`src/rtl/gpr_wport_arb_pkg.sv`:
```
// Shared encodings and widths for the GPR write-port arbiter and its result queue.
package gpr_wport_arb_pkg;

   localparam int unsigned AW   = 5;
   localparam int unsigned DW   = 32;
   localparam int unsigned NREG = 1 << AW;

   localparam logic [AW-1:0] ZERO_REG = '0;

   typedef enum logic [1:0] {
      ST_IDLE  = 2'd0,
      ST_WAIT  = 2'd1,
      ST_STALL = 2'd2
   } arb_state_e;

   function automatic logic [NREG-1:0] reg_onehot(input logic [AW-1:0] a);
      logic [NREG-1:0] m;
      m    = '0;
      m[a] = 1'b1;
      return m;
   endfunction

endpackage

```
`src/rtl/gpr_wq_fifo.sv`:
```
// In-order queue of multiply/divide results {a3, wd} with a registered mask of
// the destination registers held by valid entries.
module gpr_wq_fifo
   import gpr_wport_arb_pkg::*;
#(
   parameter int unsigned DEPTH = 2,
   localparam int unsigned PW   = $clog2(DEPTH),
   localparam int unsigned CNTW = $clog2(DEPTH + 1)
) (
   input  logic            clk,
   input  logic            reset,
   input  logic            push,
   input  logic            pop,
   input  logic [AW-1:0]   push_a3,
   input  logic [DW-1:0]   push_wd,
   output logic [AW-1:0]   head_a3,
   output logic [DW-1:0]   head_wd,
   output logic [CNTW-1:0] count,
   output logic            full,
   output logic            empty,
   output logic [NREG-1:0] pend_mask
);

   logic [AW-1:0]   a3_q [DEPTH];
   logic [AW-1:0]   a3_d [DEPTH];
   logic [DW-1:0]   wd_q [DEPTH];
   logic [DW-1:0]   wd_d [DEPTH];
   logic [PW-1:0]   rptr_q, rptr_d, wptr_q, wptr_d, idx;
   logic [CNTW-1:0] cnt_q, cnt_d;
   logic [NREG-1:0] pend_q, pend_d;
   logic            do_push, do_pop;

   assign full    = (cnt_q == CNTW'(DEPTH));
   assign empty   = (cnt_q == '0);
   assign do_push = push && !full;
   assign do_pop  = pop && !empty;

   assign head_a3   = a3_q[rptr_q];
   assign head_wd   = wd_q[rptr_q];
   assign count     = cnt_q;
   assign pend_mask = pend_q;

   always_comb begin
      a3_d   = a3_q;
      wd_d   = wd_q;
      rptr_d = rptr_q;
      wptr_d = wptr_q;
      cnt_d  = cnt_q;
      pend_d = '0;
      idx    = '0;
      if (do_push) begin
         a3_d[wptr_q] = push_a3;
         wd_d[wptr_q] = push_wd;
         wptr_d       = wptr_q + 1'b1;
      end
      if (do_pop)
         rptr_d = rptr_q + 1'b1;
      case ({do_push, do_pop})
         2'b10:   cnt_d = cnt_q + 1'b1;
         2'b01:   cnt_d = cnt_q - 1'b1;
         default: cnt_d = cnt_q;
      endcase
      // Mask is rebuilt from next-state contents so it moves on the push/pop edge.
      for (int unsigned i = 0; i < DEPTH; i++) begin
         idx = rptr_d + PW'(i);
         if (CNTW'(i) < cnt_d)
            pend_d = pend_d | reg_onehot(a3_d[idx]);
      end
   end

   always_ff @(posedge clk or posedge reset) begin
      if (reset) begin
         a3_q   <= '{default: '0};
         wd_q   <= '{default: '0};
         rptr_q <= '0;
         wptr_q <= '0;
         cnt_q  <= '0;
         pend_q <= '0;
      end else begin
         a3_q   <= a3_d;
         wd_q   <= wd_d;
         rptr_q <= rptr_d;
         wptr_q <= wptr_d;
         cnt_q  <= cnt_d;
         pend_q <= pend_d;
      end
   end

endmodule

```
`src/rtl/gpr_wport_arb.sv`:
```
// Shares the GPR write port between writeback (priority) and queued MDU results.
// GPR_WARB_STARVE_EN adds the head-starvation counter and one-cycle stall request.
module gpr_wport_arb
   import gpr_wport_arb_pkg::*;
#(
   parameter int unsigned DEPTH        = 2,
   parameter int unsigned STARVE_LIMIT = 4
) (
   input  logic          clk,
   input  logic          reset,
   input  logic          wb_we,
   input  logic [AW-1:0] wb_a3,
   input  logic [DW-1:0] wb_wd,
   input  logic          mdu_valid,
   output logic          mdu_ready,
   input  logic [AW-1:0] mdu_a3,
   input  logic [DW-1:0] mdu_wd,
   output logic          gpr_we,
   output logic [AW-1:0] gpr_a3,
   output logic [DW-1:0] gpr_wd,
   output logic          stall_req,
   output logic [31:0]   pend_mask
);

   localparam int unsigned CNTW = $clog2(DEPTH + 1);

   logic            wb_win, head_we, push, q_full, q_empty, q_empty_next;
   logic [AW-1:0]   head_a3;
   logic [DW-1:0]   head_wd;
   logic [CNTW-1:0] q_count;
   arb_state_e      state_q, state_d;

   assign wb_win    = wb_we && (wb_a3 != ZERO_REG);
   assign head_we   = !wb_win && !q_empty;
   assign mdu_ready = !q_full;
   assign push      = mdu_valid && mdu_ready && (mdu_a3 != ZERO_REG);
   // Queue drains this edge: one entry popped, or already empty, and nothing pushed.
   assign q_empty_next = (q_count == CNTW'(head_we)) && !push;

   always_comb begin
      gpr_we = 1'b0;
      gpr_a3 = '0;
      gpr_wd = '0;
      if (wb_win) begin
         gpr_we = 1'b1;
         gpr_a3 = wb_a3;
         gpr_wd = wb_wd;
      end else if (!q_empty) begin
         gpr_we = 1'b1;
         gpr_a3 = head_a3;
         gpr_wd = head_wd;
      end
   end

   gpr_wq_fifo #(
      .DEPTH (DEPTH)
   ) u_fifo (
      .clk       (clk),
      .reset     (reset),
      .push      (push),
      .pop       (head_we),
      .push_a3   (mdu_a3),
      .push_wd   (mdu_wd),
      .head_a3   (head_a3),
      .head_wd   (head_wd),
      .count     (q_count),
      .full      (q_full),
      .empty     (q_empty),
      .pend_mask (pend_mask)
   );

`ifdef GPR_WARB_STARVE_EN
   localparam int unsigned SW = ($clog2(STARVE_LIMIT + 1) > 3) ? $clog2(STARVE_LIMIT + 1) : 3;

   logic [SW-1:0] starve_q, starve_d;

   always_comb begin
      state_d  = state_q;
      starve_d = starve_q;
      case (state_q)
         ST_STALL: begin
            starve_d = '0;
            state_d  = q_empty_next ? ST_IDLE : ST_WAIT;
         end
         default: begin
            if (head_we)
               starve_d = '0;
            else if (!q_empty && wb_win)
               starve_d = starve_q + 1'b1;
            if (q_empty_next)
               state_d = ST_IDLE;
            else if (starve_d == SW'(STARVE_LIMIT))
               state_d = ST_STALL;
            else
               state_d = ST_WAIT;
         end
      endcase
   end

   always_ff @(posedge clk or posedge reset) begin
      if (reset) begin
         state_q  <= ST_IDLE;
         starve_q <= '0;
      end else begin
         state_q  <= state_d;
         starve_q <= starve_d;
      end
   end
`else
   always_comb begin
      state_d = q_empty_next ? ST_IDLE : ST_WAIT;
   end

   always_ff @(posedge clk or posedge reset) begin
      if (reset)
         state_q <= ST_IDLE;
      else
         state_q <= state_d;
   end
`endif

   // Never ST_STALL without the starvation feature, so this ties low there.
   assign stall_req = (state_q == ST_STALL);

endmodule

```
`config.mk`:
```
export PLATFORM = sky130hd
export DESIGN_NAME = gpr_wport_arb
export DESIGN_NICKNAME = d
export VERILOG_FILES = /design/src/rtl/gpr_wport_arb_pkg.sv /design/src/rtl/gpr_wq_fifo.sv /design/src/rtl/gpr_wport_arb.sv
export SDC_FILE = /design/constraint.sdc
export NUM_CORES = 1
export LEC_CHECK = 0
export BUFFER_PORTS_ARGS = -buffer_cell sky130_fd_sc_hd__buf_4
export CAP_MARGIN = 20
export CORE_MARGIN = 1
export CORE_UTILIZATION = 35
export DETAILED_ROUTE_END_ITERATION = 16
export MAX_ROUTING_LAYER = met4
export SLEW_MARGIN = 20
export SYNTH_ARGS = -nofsm -noshare
export SYNTH_HDL_FRONTEND = slang
export SYNTH_HIERARCHICAL = 1
export SYNTH_SLANG_ARGS = --single-unit
```
`constraint.sdc`:
```
create_clock -name clk -period 7.8 [get_ports clk]
set_input_delay 0.78 -clock clk [delete_from_list [all_inputs] [get_ports clk]]
set_output_delay 0.78 -clock clk [all_outputs]
set_load 0.005 [all_outputs]
```
After elaboration in Yosys (flattened, before gate mapping)
Cells that the tools add are included.

Add/subtract/negate cells: 5. Bitwise logic cells: 5. Muxes and demuxes: 34. $lt $le $gt $ge: 11. Equality and inequality tests: 5. Reductions and logical operators: 17.

Operator list (count): $mux W32 (8); $bwmux W64 (1); $mux W5 (12); $demux W32 S1 (1); $or A32 B32 Y32 (1); $lt A5 B6 Y1 const B (2); $bwmux W10 (1); $demux W1 S5 (2); $ge A5 B1 Y1 const B (2); $logic_and A1 B1 Y1 (10); $mux W10 (1); $reduce_bool A5 Y1 (2); $ge A2 B2 Y1 const B (4); $not A1 Y2 (4); $mux W1 (6); $demux W5 S1 (1); $eq A2 B2 Y1 const B (2); $logic_not A1 Y1 (4); $lt A1 B2 Y1 const A (2); $pmux W2 S2 (1); $add A1 B1 Y1 const B (3); $add A2 B1 Y2 const B (1); $eq A1 B2 Y1 const B (1); $eq A2 B1 Y1 (1); 4 further kinds (4).

Output and inout port bits: 72. Input bits: 78. Register bits after elaboration: 111. Word-level logic and storage cells: 86.

Longest topological paths before layout
Word-level depth: 17. Mapped depth: 14. Mapped depth without buffers: 14.

Cells and area by module
Netlist, hierarchy kept.

Modules (own cells, without submodules): gpr_wq_fifo (cells each 451, seq. area each 2752.6 um^2, area an instance 5086.1 um^2, instances 1); gpr_wport_arb (cells each 135, seq. area each 0.0 um^2, area an instance 967.2 um^2, instances 1).

Least setup slack after synthesis
OpenSTA, ideal clock, no wires.

Path type: input -> register. Start point: input wb_a3[2]. End point: register u_fifo.pend_q[22], in the netlist u_fifo/pend_mask[22]. Stages on the path: 13. Library setup time: 0.084 ns. Data required time: 7.716 ns. Setup slack: 4.437 ns. Path buffers: 2. Data arrival time: 3.279 ns. Cell sequence: or4_4 -> o21a_1 -> buf_6 -> buf_6 -> nor2_1 -> o21ai_2 -> inv_1 -> ha_1 -> nor2_1 -> xor2_1 -> a21boi_0 -> nand3_1 -> o22ai_1.

Elaborated cells on any way between the ends: 33. Classes of those cells: 1 x add/sub; 6 x order compare; 2 x eq/ne; 14 x mux; 3 x bitwise; 7 x reduce/logical.

RTL lines: start, declared (line gpr_wport_arb.sv:12) `input logic [AW-1:0] wb_a3,`; $reduce_bool A5 Y1 (*) (line gpr_wport_arb.sv:33) `assign wb_win = wb_we && (wb_a3 != ZERO_REG);`; $logic_and A1 B1 Y1 (*) (line gpr_wport_arb.sv:33); $logic_not A1 Y1 (*) (line gpr_wport_arb.sv:34) `assign head_we = !wb_win && !q_empty;`; $logic_and A1 B1 Y1 (*) (line gpr_wport_arb.sv:34); named net head_we (line gpr_wport_arb.sv:27) `logic wb_win, head_we, push, q_full, q_empty, q_empty_next;`; $logic_and A1 B1 Y1 (*) (line gpr_wq_fifo.sv:36) `assign do_pop = pop && !empty;`; $eq A2 B1 Y1 or $eq A2 B2 Y1 (tied branches) (line gpr_wq_fifo.sv:58) `case ({do_push, do_pop})`; $pmux W2 S2 (*) (line gpr_wq_fifo.sv:58); named net u_fifo.cnt_d[1] (line gpr_wq_fifo.sv:29) `logic [CNTW-1:0] cnt_q, cnt_d;`; $lt A1 B2 Y1 (line gpr_wq_fifo.sv:66) `if (CNTW'(i) < cnt_d)`; $mux W32 (line gpr_wq_fifo.sv:66); $or A32 B32 Y32 (line gpr_wq_fifo.sv:67) `pend_d = pend_d | reg_onehot(a3_d[idx]);`; $mux W32 (*) (line gpr_wq_fifo.sv:66); named net u_fifo.pend_d[22] (line gpr_wq_fifo.sv:30) `logic [NREG-1:0] pend_q, pend_d;`; end signal, assigned (line gpr_wq_fifo.sv:85) `pend_q <= pend_d;`; end, declared (line gpr_wq_fifo.sv:30).

The timed path passes the listed nets; every way through them passes the cells marked *. The select of a mux whose other input is x is not followed. A chain may end at the register's enable or synchronous reset.

Worst setup path in the final report
Start point: register u_fifo.cnt_q[1], in the netlist u_fifo/count[1]. End point: register u_fifo.pend_q[16], in the netlist u_fifo/pend_mask[16].

Elaborated cells on any way between the ends: 40. Classes of those cells: 3 x add/sub; 6 x order compare; 3 x eq/ne; 15 x mux; 3 x bitwise; 10 x reduce/logical.

RTL lines: start, declared (line gpr_wq_fifo.sv:29); start signal, assigned (line gpr_wq_fifo.sv:84) `cnt_q <= cnt_d;`; $eq A2 B2 Y1 (*) (line gpr_wq_fifo.sv:33) `assign full = (cnt_q == CNTW'(DEPTH));`; named net q_full (line gpr_wport_arb.sv:27); $logic_not A1 Y1 (*) (line gpr_wport_arb.sv:35) `assign mdu_ready = !q_full;`; $logic_and A1 B1 Y1 (*) (2 in series) (line gpr_wport_arb.sv:36) `assign push = mdu_valid && mdu_ready && (mdu_a3 != ZERO_REG);`; named net push (line gpr_wport_arb.sv:27); $logic_and A1 B1 Y1 (*) (line gpr_wq_fifo.sv:35) `assign do_push = push && !full;`; $eq A2 B1 Y1 or $eq A2 B2 Y1 (tied branches) (line gpr_wq_fifo.sv:58); $pmux W2 S2 (*) (line gpr_wq_fifo.sv:58); named net u_fifo.cnt_d[1] (line gpr_wq_fifo.sv:29); $lt A1 B2 Y1 (line gpr_wq_fifo.sv:66); $mux W32 (line gpr_wq_fifo.sv:66); $or A32 B32 Y32 (line gpr_wq_fifo.sv:67); $mux W32 (*) (line gpr_wq_fifo.sv:66); named net u_fifo.pend_d[16] (line gpr_wq_fifo.sv:30).

Marks and branches as above.

==> impl_metrics.yaml <==
setup_path:
  rr_worst_depth: 14
  startpoint: "u_fifo/count[1]$_DFF_PP0_"
  cp-end-kind: "flop"
  arrival_ns: 4.47
  crit_type: "reg2reg"
  path_max_fanout: 9
  worst_ep_required_time_ns: 8.05
  worst_setup_path_start_kind: "flop"
  reg2reg_slack_ns: 3.58
  rr_startpoint: "u_fifo/count[1]$_DFF_PP0_"
clock_tree:
  post_cts_resized: 0
  tritoncts: "done"
  cts.sinks: 110
  hold_buffers: 0
  path_clk_slew_ns: 0.07
  cts_buffers: 9
  htree_levels: 3
  cts_post_setup_buffers_inserted: 0
  clockRootBuffer: "clkbuf_16"
  clk_latency_ns: 0.35
  clk_path_buf_depth: 2
timing:
  final-max-slew-violation-count: 0
  slew_headroom_pct: 30.6
  period_needed_ns: 4.22
  fin_skew_ns: 0.00853
  setup_violations: 0
  worst_slew_pin_slew_ns: 1.04
  finalHoldViolCount: 0
  max_freq_mhz: 237
  timing.setup.tns_ns: 0
  post-route-period-util_pct: 54.1
  rsz0062_at_grt: "false"
yosys:
  ys_ff_latch: 110
  synth_area_um2: 6050
  synthesis.nets: 665
  async_flop_share_pct: 100
  ys_top_cells_by_area: "dfrtp_1 (45%), mux2_2 (15%), nand2_1 (9.1%), o32ai_2 (6.7%), o22ai_1 (3.3%)"
  seq_area_frac_synth_pct: 45.5
  synth_area_leader_cell: "dfrtp_1"
  syn_avg_cell_area_um2: 10.3
  ys.flop_type: "dfrtp_1"
  synth.distinct_cells: 51
  synth.top_cell.area_share_pct: 45.5
  synth_edf_count: 0
  syn_inst: 586
  yosysWarnings: 6
floorplan:
  coreArea_um2: 16800
  ios: 150
  die_y_um: 134
  start_util_pct: 36.1
  chipWidth_um: 134
  dieArea_um2: 17800
  rows: 47
finish:
  drive_gt1_share_pct: 40.8
  nFillCells: 1568
  syn_to_final_growth_pct: 27.2
  n_antenna_cell: 0
  nets: 794
  fin_area_um2: 7700
place:
  dpl-instance-area_um2: 7310
  port_buffers: 148
  place.gp.congestion: 0.852
  dpl.hpwl_um: 11500
route:
  viasPerCell: 5.24
  antenna_left: 0
  avgRoutedWirePerCell_um: 17.1
  vias: 4923
  drc_errors: 0
  wl_um: 16100
  drt_pass1_iterations: 5
  drt_iter0_markers: 304
global_routing:
  antenna_found_initial: 0
  grt_overflow: 0
  grt_usage_pct: 19.3
  grt_pass1_vias: 5045
  grt_pass1_wl_um: 26000
  grt_max_degree: 79
power_and_ir_drop:
  p_per_area_nw_per_um2: 441
  peakVddDrop_uv: 178
  p_leak_nw: 3.63
status:
  status: "finished, final reports clean"
min_path:
  hold_class: "in2async"
job:
  drv_cap: 0
-- Yosys cell counts (all sizes together), types with 5 or more instances --
cell type / instances
mux2: 79
o21ai: 5
dfrtp: 110
nor2: 7
o22ai: 32
mux2i: 13
o32ai: 32
a22oi: 6
buf: 15
nand3: 20
clkbuf: 21
nand2: 147
inv: 42
-- worst max-delay path: stages, from the launching register on --
cell,delay [ns]
dfrtp_1,0.47
or2b_4,0.30
inv_2,0.10
inv_1,0.14
o311a_1,0.41
inv_1,0.25
nor2_2,0.42
inv_1,0.16
ha_1,0.26
xnor2_1,0.14
nor2_1,0.12
xor2_1,0.20
a21boi_0,0.61
nand3_1,0.27
o22ai_1,0.27
-- layout make-up --
class / count / area, µm² / share of cell area (%)
Clock buffer: 10 / 239 / 3.10
Tap cell: 220 / 275 / 3.58
Timing Repair Buffer: 154 / 1200 / 15.6
Inverter: 42 / 160 / 2.08
Multi-Input combinational cell: 398 / 2950 / 38.4
Clock inverter: 6 / 116 / 1.51
Sequential cell: 110 / 2750 / 35.8
-- report_power, final --
| part | total (mW) | leakage [nW] | switching (mW) | internal, mW |
|---|---|---|---|---|
| combinational | 1.85 | 2.07 | 1.01 | 0.837 |
| sequential | 1.01 | 1.38 | 0.193 | 0.815 |
| clock | 0.538 | 0.174 | 0.213 | 0.326 |
| total | 3.40 | 3.63 | 1.42 | 1.98 |
-- through the flow --
step                utilization [%]  instances  setup WS [ns]  hold WS (ns)  power [mW]
floorplan                         -        586           4.12         0.440        2.30
global placement               43.5        922           3.58         0.451        2.80
detailed placement             43.6        923           3.50         0.457        2.86
CTS                            45.7        939           3.68         0.420        3.41
global route                   45.9        940           3.33         0.447        3.64
finish                         45.9        940           3.58         0.423        3.40
-- sequential cells by signal (all words and copies together) (netlist names) --
register          flops
u_fifo/wd_q          64
u_fifo/a3_q          10
u_fifo/rptr_q         1
u_fifo/wptr_q         1
u_fifo/pend_mask     32
u_fifo/count          2
-- layout by cell type, fill, tap and decap left out, types with 3 or more instances in the layout --
cell | synthesis | final
or3_1 | 4 | 4
nor2b_1 | 3 | 3
bufinv_16 | 0 | 3
nor2_4 | 0 | 3
and3_1 | 4 | 4
o32ai_2 | 25 | 25
o32ai_1 | 6 | 6
o22ai_1 | 32 | 32
o21ai_0 | 4 | 4
inv_1 | 40 | 39
dfrtp_1 | 110 | 109
buf_4 | 7 | 151
nor2_1 | 5 | 3
a22oi_1 | 5 | 5
a21oi_1 | 4 | 4
a32o_1 | 4 | 4
mux2_2 | 79 | 79
nand2_1 | 147 | 147
mux2i_1 | 13 | 13
clkbuf_16 | 0 | 9
a21boi_0 | 4 | 4
nand3_1 | 20 | 20
a31oi_1 | 4 | 4
-- layer usage --
layer / up-vias / wire length (µm) / GRT usage, %
li1: 2333 / - / -
met2: 176 / 7670 / 31.0
met1: 2397 / 7200 / 24.3
met4: 0 / 214 / 5.81
met3: 17 / 995 / 4.07
met5: - / 0 / -
-- worst paths after layout --
path / end
setup / recovery: u_fifo/pend_mask[16]$_DFF_PP0_
hold / removal: u_fifo/pend_mask[4]$_DFF_PP0_
setup reg to reg: u_fifo/pend_mask[16]$_DFF_PP0_
hold reg to reg: u_fifo/wd_q[24]$_DFFE_PP0P_
max in group asynchronous: u_fifo/rptr_q$_DFF_PP0_
min in group clk: u_fifo/wd_q[24]$_DFFE_PP0P_
-- cells by family after synthesis --
logic type      after synthesis  synth area share, %
simple gates                195                 13.7
flops                       110                 45.5
compound gates              105                 16.6
mux                          92                 16.8
buf+inv                      78                 6.18
xor+xnor                      4                0.889
fa+ha+maj                     1                0.207
other cells                   1               0.0619
Note: power is estimated with default switching activity, not from simulation.
